--- src/rtl/mem_stage_pkg.sv ---
// mem_stage_pkg: shared state encoding and default widths for the memory-access stage.
package mem_stage_pkg;
  localparam int DATA_W_DEF = 32;
  localparam int REG_W_DEF = 5;
  typedef enum logic [1:0] {IDLE, REQ, WAIT, DONE} state_t;
endpackage

--- src/rtl/mem_stage_ctrl_mem_wb.sv ---
// mem_wb: MEM/WB pipeline register; a bubble clears the control bits while data fields hold.
module mem_wb #(
  parameter int DATA_W = 32,
  parameter int REG_W = 5
) (
  input  logic              clk,
  input  logic              startin,
  input  logic              load,
  input  logic              bubble,
  input  logic              memtoreg,
  input  logic              regwrite,
  input  logic [DATA_W-1:0] alu_result,
  input  logic [DATA_W-1:0] read_data,
  input  logic [REG_W-1:0]  reg_dst,
  output logic              memtoreg_q,
  output logic              regwrite_q,
  output logic [DATA_W-1:0] alu_result_q,
  output logic [DATA_W-1:0] read_data_q,
  output logic [REG_W-1:0]  reg_dst_q
);
  always_ff @(posedge clk or negedge startin)
    if (!startin) begin
      memtoreg_q <= 1'b0;
      regwrite_q <= 1'b0;
      alu_result_q <= '0;
      read_data_q <= '0;
      reg_dst_q <= '0;
    end else if (bubble) begin
      memtoreg_q <= 1'b0;
      regwrite_q <= 1'b0;
    end else if (load) begin
      memtoreg_q <= memtoreg;
      regwrite_q <= regwrite;
      alu_result_q <= alu_result;
      read_data_q <= read_data;
      reg_dst_q <= reg_dst;
    end
endmodule

--- src/rtl/mem_stage_ctrl.sv ---
// mem_stage_ctrl: memory-access stage; runs loads/stores over a ready/valid port,
// stalls upstream while an access is outstanding and feeds the MEM/WB register.
module mem_stage_ctrl
  import mem_stage_pkg::*;
#(
  parameter int DATA_W = DATA_W_DEF,
  parameter int REG_W = REG_W_DEF
) (
  input  logic              clk,
  input  logic              startin,
  input  logic              jump,
  input  logic              branch,
  input  logic              memread,
  input  logic              memtoreg,
  input  logic              memwrite,
  input  logic              regwrite,
  input  logic              zero,
  input  logic [DATA_W-1:0] aluResult,
  input  logic [DATA_W-1:0] read2,
  input  logic [REG_W-1:0]  regDstMux,
  output logic              dmem_req,
  output logic              dmem_we,
  output logic [DATA_W-1:0] dmem_addr,
  output logic [DATA_W-1:0] dmem_wdata,
  input  logic              dmem_ready,
  input  logic              dmem_rvalid,
  input  logic [DATA_W-1:0] dmem_rdata,
  output logic              stall,
  output logic              pcSrc,
  output logic              jumpOut,
  output logic              memtoregOut,
  output logic              regwriteOut,
  output logic [DATA_W-1:0] readData,
  output logic [DATA_W-1:0] aluResultOut,
  output logic [REG_W-1:0]  regDstOut
);
  state_t state, state_nxt;
  logic [DATA_W-1:0] rdata_q;
  logic memop;
  assign memop = memread | memwrite;
  always_ff @(posedge clk or negedge startin)
    if (!startin) begin
      state <= IDLE;
      rdata_q <= '0;
    end else begin
      state <= state_nxt;
      if (state == WAIT && dmem_rvalid) rdata_q <= dmem_rdata;
    end
  always_comb begin
    state_nxt = state;
    state_nxt = state == IDLE ? (memop ? REQ : IDLE)
              : state == REQ  ? (dmem_ready ? (dmem_we ? DONE : WAIT) : REQ)
              : state == WAIT ? (dmem_rvalid ? DONE : WAIT)
              : IDLE;
  end
  // A write wins when both memread and memwrite are set.
  assign dmem_we = memwrite;
  assign dmem_req = state == REQ;
  assign dmem_addr = aluResult & ~DATA_W'(3);
  assign dmem_wdata = read2;
  assign stall = (state == IDLE && memop) || state == REQ || state == WAIT;
  assign pcSrc = branch & zero;
  assign jumpOut = jump;
  mem_wb #(.DATA_W(DATA_W), .REG_W(REG_W)) u_mem_wb (
    .clk(clk),
    .startin(startin),
    .load(!stall),
    .bubble(stall),
    .memtoreg(memtoreg),
    .regwrite(regwrite),
    .alu_result(aluResult),
    .read_data(state == DONE && !memwrite ? rdata_q : '0),
    .reg_dst(regDstMux),
    .memtoreg_q(memtoregOut),
    .regwrite_q(regwriteOut),
    .alu_result_q(aluResultOut),
    .read_data_q(readData),
    .reg_dst_q(regDstOut)
  );
endmodule

--- config.mk ---
export PLATFORM = sky130hd
export DESIGN_NAME = mem_stage_ctrl
export DESIGN_NICKNAME = d
export VERILOG_FILES = /design/src/rtl/mem_stage_pkg.sv /design/src/rtl/mem_stage_ctrl_mem_wb.sv /design/src/rtl/mem_stage_ctrl.sv
export SDC_FILE = /design/constraint.sdc
export NUM_CORES = 1
export LEC_CHECK = 0
export CORE_MARGIN = 2
export CORE_UTILIZATION = 43
export CTS_CLUSTER_SIZE = 8
export DETAILED_ROUTE_END_ITERATION = 6
export PLACE_DENSITY_LB_ADDON = 0.08
export REMOVE_ABC_BUFFERS = 1
export SLEW_MARGIN = 20
export SYNTH_ARGS = -nofsm -noshare
export SYNTH_HDL_FRONTEND = slang
export SYNTH_SLANG_ARGS = --single-unit
--- constraint.sdc ---
create_clock -name clk -period 2.4 [get_ports clk]
set_clock_uncertainty 0.2 [all_clocks]
set_input_delay 0.48 -clock clk [delete_from_list [all_inputs] [get_ports clk]]
set_output_delay 0.48 -clock clk [all_outputs]
set_load 0.03 [all_outputs]
## After elaboration in Yosys (flattened, before gate mapping)

Cells that the tools add are included.

| word-level totals | value |
|---|---|
| register bits after elaboration | 105 |
| latch bits | 0 |
| memory bits (writable) | 0 |
| ROM bits | 0 |
| bits of input ports | 112 |
| output and inout bits | 140 |
| word-level logic and storage cells | 29 |
| memories kept | 0 |

| operators by class | value |
|---|---|
| $add $sub $neg | 0 |
| $mul | 0 |
| divide/modulo/power cells | 0 |
| $lt $le $gt $ge | 0 |
| equality and inequality tests | 3 |
| shifts and indexed selects | 0 |
| muxes and demuxes | 10 |
| bitwise logic cells | 2 |
| reductions and logical operators | 7 |

Operator list:

| kind | count |
|---|---|
| 32-bit 2-to-1 mux | 1 |
| 2-bit 2-to-1 mux | 4 |
| 1-bit 2-to-1 mux | 5 |
| 2-bit == test, second input constant | 2 |
| 1-bit logical AND | 3 |
| 2-bit by 1-bit == test with 1-bit output, second input constant | 1 |
| 2-bit zero test | 1 |
| 1-bit logical OR | 2 |
| 1-bit bitwise AND | 1 |
| 1-bit zero test | 1 |
| 1-bit bitwise OR | 1 |

## Logic depth before layout (Yosys ltp)

| logic depth | value |
|---|---|
| depth after elaboration | 5 |
| mapped depth | 6 |
| depth with buffers taken out | 3 |

## Hierarchy

From an unflattened synthesis, not the netlist that was laid out.

| second synthesis, totals | value |
|---|---|
| cell total of the unflattened synthesis | 338 |
| area, all modules | 4,890.9 um2 |

By module, submodules not included:

| module | instances | cells an instance | area an instance (um2) | sequential area each (um2) |
|---|---|---|---|---|
| mem_wb | 1 | 153 | 2,712.6 | 1,776.7 |
| mem_stage_ctrl | 1 | 185 | 2,178.3 | 850.8 |

## Worst setup path after synthesis

OpenSTA, ideal clock, no wires.

| timing | value |
|---|---|
| path kind | input to output |
| start | input memread |
| end | output stall |
| arrival | 1.283 ns |
| required time | 1.720 ns |
| slack | 0.437 ns |
| cell stages on the path | 3 |
| path buffers | 1 |
| cells stage by stage | or3_1 > buf_6 > o21a_1 |

| on the way | value |
|---|---|
| cells in the longest elaborated chain, start to end | 4 |

RTL lines:

| item | line | source |
|---|---|---|
| start, declared | mem_stage_ctrl.sv:13 | `input logic memread,` |
| 1-bit bitwise OR | mem_stage_ctrl.sv:40 | `assign memop = memread \| memwrite;` |
| 1-bit logical AND | mem_stage_ctrl.sv:61 | `assign stall = (state == IDLE && memop) \|\| state == REQ \|\| state == WAIT;` |
| 1-bit logical OR (2 in series) | mem_stage_ctrl.sv:61 |  |
| end, declared | mem_stage_ctrl.sv:28 | `output logic stall,` |

Every way passes these cells.

## Worst setup path after layout

| timing | value |
|---|---|
| start | input aluResult[9] |
| end | output dmem_addr[9] |

RTL lines:

| item | line | source |
|---|---|---|
| start, declared | mem_stage_ctrl.sv:18 | `input logic [DATA_W-1:0] aluResult,` |
| end, declared | mem_stage_ctrl.sv:23 | `output logic [DATA_W-1:0] dmem_addr,` |

No word-level cell between the ends.

==> flow_metrics.py <==
metrics = {
    "yosys": {
        "synthDistinctLibCells": 27,
        "avgSynthCellArea_um2": 10.7,
        "synth_top_area_cell": "dfrtp_1",
        "ys_warn_count": 0,
        "synth.most_common_cell": "dfrtp_1",
        "synthCells": 533,
        "seq_area_frac_synth_pct": 46.2,
        "ys_top_cells_by_area": "dfrtp_1 (46%), mux2_2 (12%), buf_4 (8.7%)",
        "synth-edff-count": 0,
        "yosys-top-cells-count": "dfrtp_1 (105), buf_4 (66), mux2_2 (59), nand2_1 (39), o21ai_0 (38)",
        "synth-main-ff-cell": "dfrtp_1",
        "synth_seq_cells": 105,
        "synthArstFlopShare_pct": 100,
        "synth_top_area_share_pct": 46.2,
        "synth_area_um2": 5690,
    },
    "grt": {
        "grt_pass1_wl_um": 22500,
        "grt.total_usage_pct": 20.4,
        "grt_max_degree": 72,
        "antenna_found_initial": 0,
        "grt_pass1_vias": 4109,
        "grt-ovfl-total": 0,
    },
    "worst_setup_path": {
        "cp_max_fo": 3,
        "cp-end-kind": "primary output",
        "worstPathArrival_ps": 1660,
        "cpMostUsedCell": "clkdlybuf4s50_1",
        "start_kind": "input pin",
        "crit_type": "in -> out",
        "critPathTopFamily": "buffers and inverters",
        "critPathMaxStageDelay_ps": 680,
        "crit_chain": "clkdlybuf4s50_1, clkdlybuf4s50_1",
        "worstPathRequired_ps": 1720,
        "crit_buf_inv": 2,
        "slowest_stage": "clkdlybuf4s50_1",
    },
    "detailed_routing": {
        "first_pass_iters": 6,
        "vias": 4198,
        "finalWirelength_um": 14300,
        "wl_per_cell_um": 17.1,
        "drt-initial-drc-count": 193,
        "viasPerCell": 5.00,
        "drc": 0,
        "ant_nets": 0,
    },
    "clock_network": {
        "numCtsBuffers": 9,
        "cts.path.max_buffers": 2,
        "cts.htree.levels": 3,
        "cts_tree": "done",
        "root_buffer": "clkbuf_16",
        "clock-sinks": 105,
        "path_clk_slew_ps": 70,
        "clk_latency_ps": 350,
        "post_cts_buffers": 0,
    },
    "sta": {
        "hold_viol_final": 0,
        "period_share_pct": 97.6,
        "setup_viol": 0,
        "hold_ws_ps": 299,
        "worst_slew_pin_slew_ps": 1110,
        "rsz0062_at_grt": "false",
        "fmaxAchievable_mhz": 427,
        "relSlewSlack_pct": 26.0,
        "layout_min_cycle_time_ps": 2340,
        "tns_ps": 0,
        "slew_viol_final": 0,
    },
    "power": {
        "sw_frac_of_total_pct": 40.2,
        "peakVddDrop_v": 0.000572,
        "p_total_mw": 10.3,
        "intPower_mw": 6.18,
        "comb_power_share_pct": 53.3,
        "p_sw_mw": 4.16,
        "p_seq_share_pct": 31.2,
        "power.density_nw_per_um2": 1360,
        "leakagePower_nw": 3.42,
        "clockPowerShare_pct": 15.5,
    },
    "floorplan": {
        "ioPinCount": 252,
        "fp.dieArea_um2": 14200,
        "die_y_um": 119,
        "start_util_pct": 43.4,
        "rows": 42,
        "dieWidth_um": 119,
        "coreArea_um2": 13100,
    },
    "outcome": {
        "status": "completed",
    },
    "cells_and_area": {
        "finish.net_count": 770,
        "antenna_cells": 0,
        "drive_above_1_share_pct": 20.5,
        "area_growth_pct": 33.9,
        "fillers": 1099,
    },
    "worst_hold_path": {
        "hold_path.class": "reg -> reg",
    },
    "flow_run": {
        "cap_viol_max_count": 0,
    },
    "placement": {
        "globalplace.congestion": 0.741,
        "io_buffers": 183,
        "hpwl_um": 9450,
    },
}
-- power groups by stage --
| stage | Clock [mW] | Sequential [mW] | Combinational [mW] |
|---|---|---|---|
| 2_1_floorplan | 0 | 4.50 | 2.17 |
| 3_3_place_gp | 0 | 3.20 | 5.43 |
| 3_5_place_dp | 0 | 3.25 | 5.54 |
| 4_1_cts | 1.65 | 3.23 | 5.57 |
| 5_1_grt | 1.73 | 3.35 | 5.94 |
| 6_report | 1.60 | 3.23 | 5.52 |
-- path summary, 6_finish.rpt --
| path | startpoint | endpoint | slack [ps] | cells past startpoint |
|---|---|---|---|---|
| setup / recovery | aluResult[9] | dmem_addr[9] | 60 | 2 |
| hold / removal | rdata_q[28] | rdata_q[28] | 300 | 1 |
| setup reg to reg | state[1] | rdata_q[3] | 220 | 5 |
| hold reg to reg | rdata_q[28] | rdata_q[28] | 300 | 1 |
| max in group asynchronous | startin | u_mem_wb.read_data_q[6] | 960 | 3 |
| min in group asynchronous | startin | u_mem_wb.alu_result_q[19] | 400 | 2 |
-- cells in the final DEF, fill, tap and decap left out, types with 23 or more instances in the layout --
master / count
nor2b_1: 33
a21oi_1: 23
nor2_1: 32
o22ai_1: 32
mux2_2: 59
clkdlybuf4s50_1: 176
dfrtp_1: 103
mux2i_1: 37
buf_4: 34
nand2_1: 39
o21ai_0: 38
-- stage by stage --
stage          setup WS (ps)  std cells  utilization (%)  cell area [µm²]
2_1_floorplan          -2280        430                -             4950
3_3_place_gp            -478        822             55.5             7270
3_5_place_dp            -478        822             55.5             7270
6_report                56.8        839             58.2             7610
5_1_grt                 4.69        839             58.2             7610
4_1_cts                 22.0        839             58.1             7610
-- cells by family after synthesis --
logic type	Yosys count	synth area share [%]
compound gates	105	10.7
mux	106	20.8
simple gates	111	9.11
other cells	1	0.0660
buf+inv	105	13.1
flops	105	46.2
-- layer usage --
layer  GRT usage, %  part of all wire (%)
met4           6.92                   1.4
met1           28.1                    47
met3           7.18                   8.0
met2           29.2                    43
met5           4.78                  0.38
-- layout make-up --
type	count	area, µm²	area share, %
clock buffer	11	243	3.19
clock inverter	5	78.8	1.04
inverter	1	3.75	0.0493
multi-input combinational	324	2330	30.6
sequential	105	2630	34.6
tap	176	220	2.89
timing repair buffer	217	2100	27.6
-- repair_timing --
action,CTS,global route
hold buffers,1,0
gates resized for setup,11,3
setup endpoints to repair,3,2
hold endpoints to repair,24,0
-- sequential cells by signal, indices dropped and copies added, names as in the netlist --
| name | cells |
|---|---|
| rdata_q | 32 |
| state | 2 |
| u_mem_wb.alu_result_q | 32 |
| u_mem_wb.memtoreg_q | 1 |
| u_mem_wb.read_data_q | 32 |
| u_mem_wb.reg_dst_q | 5 |
| u_mem_wb.regwrite_q | 1 |
Power figures use the tool's default switching activity.
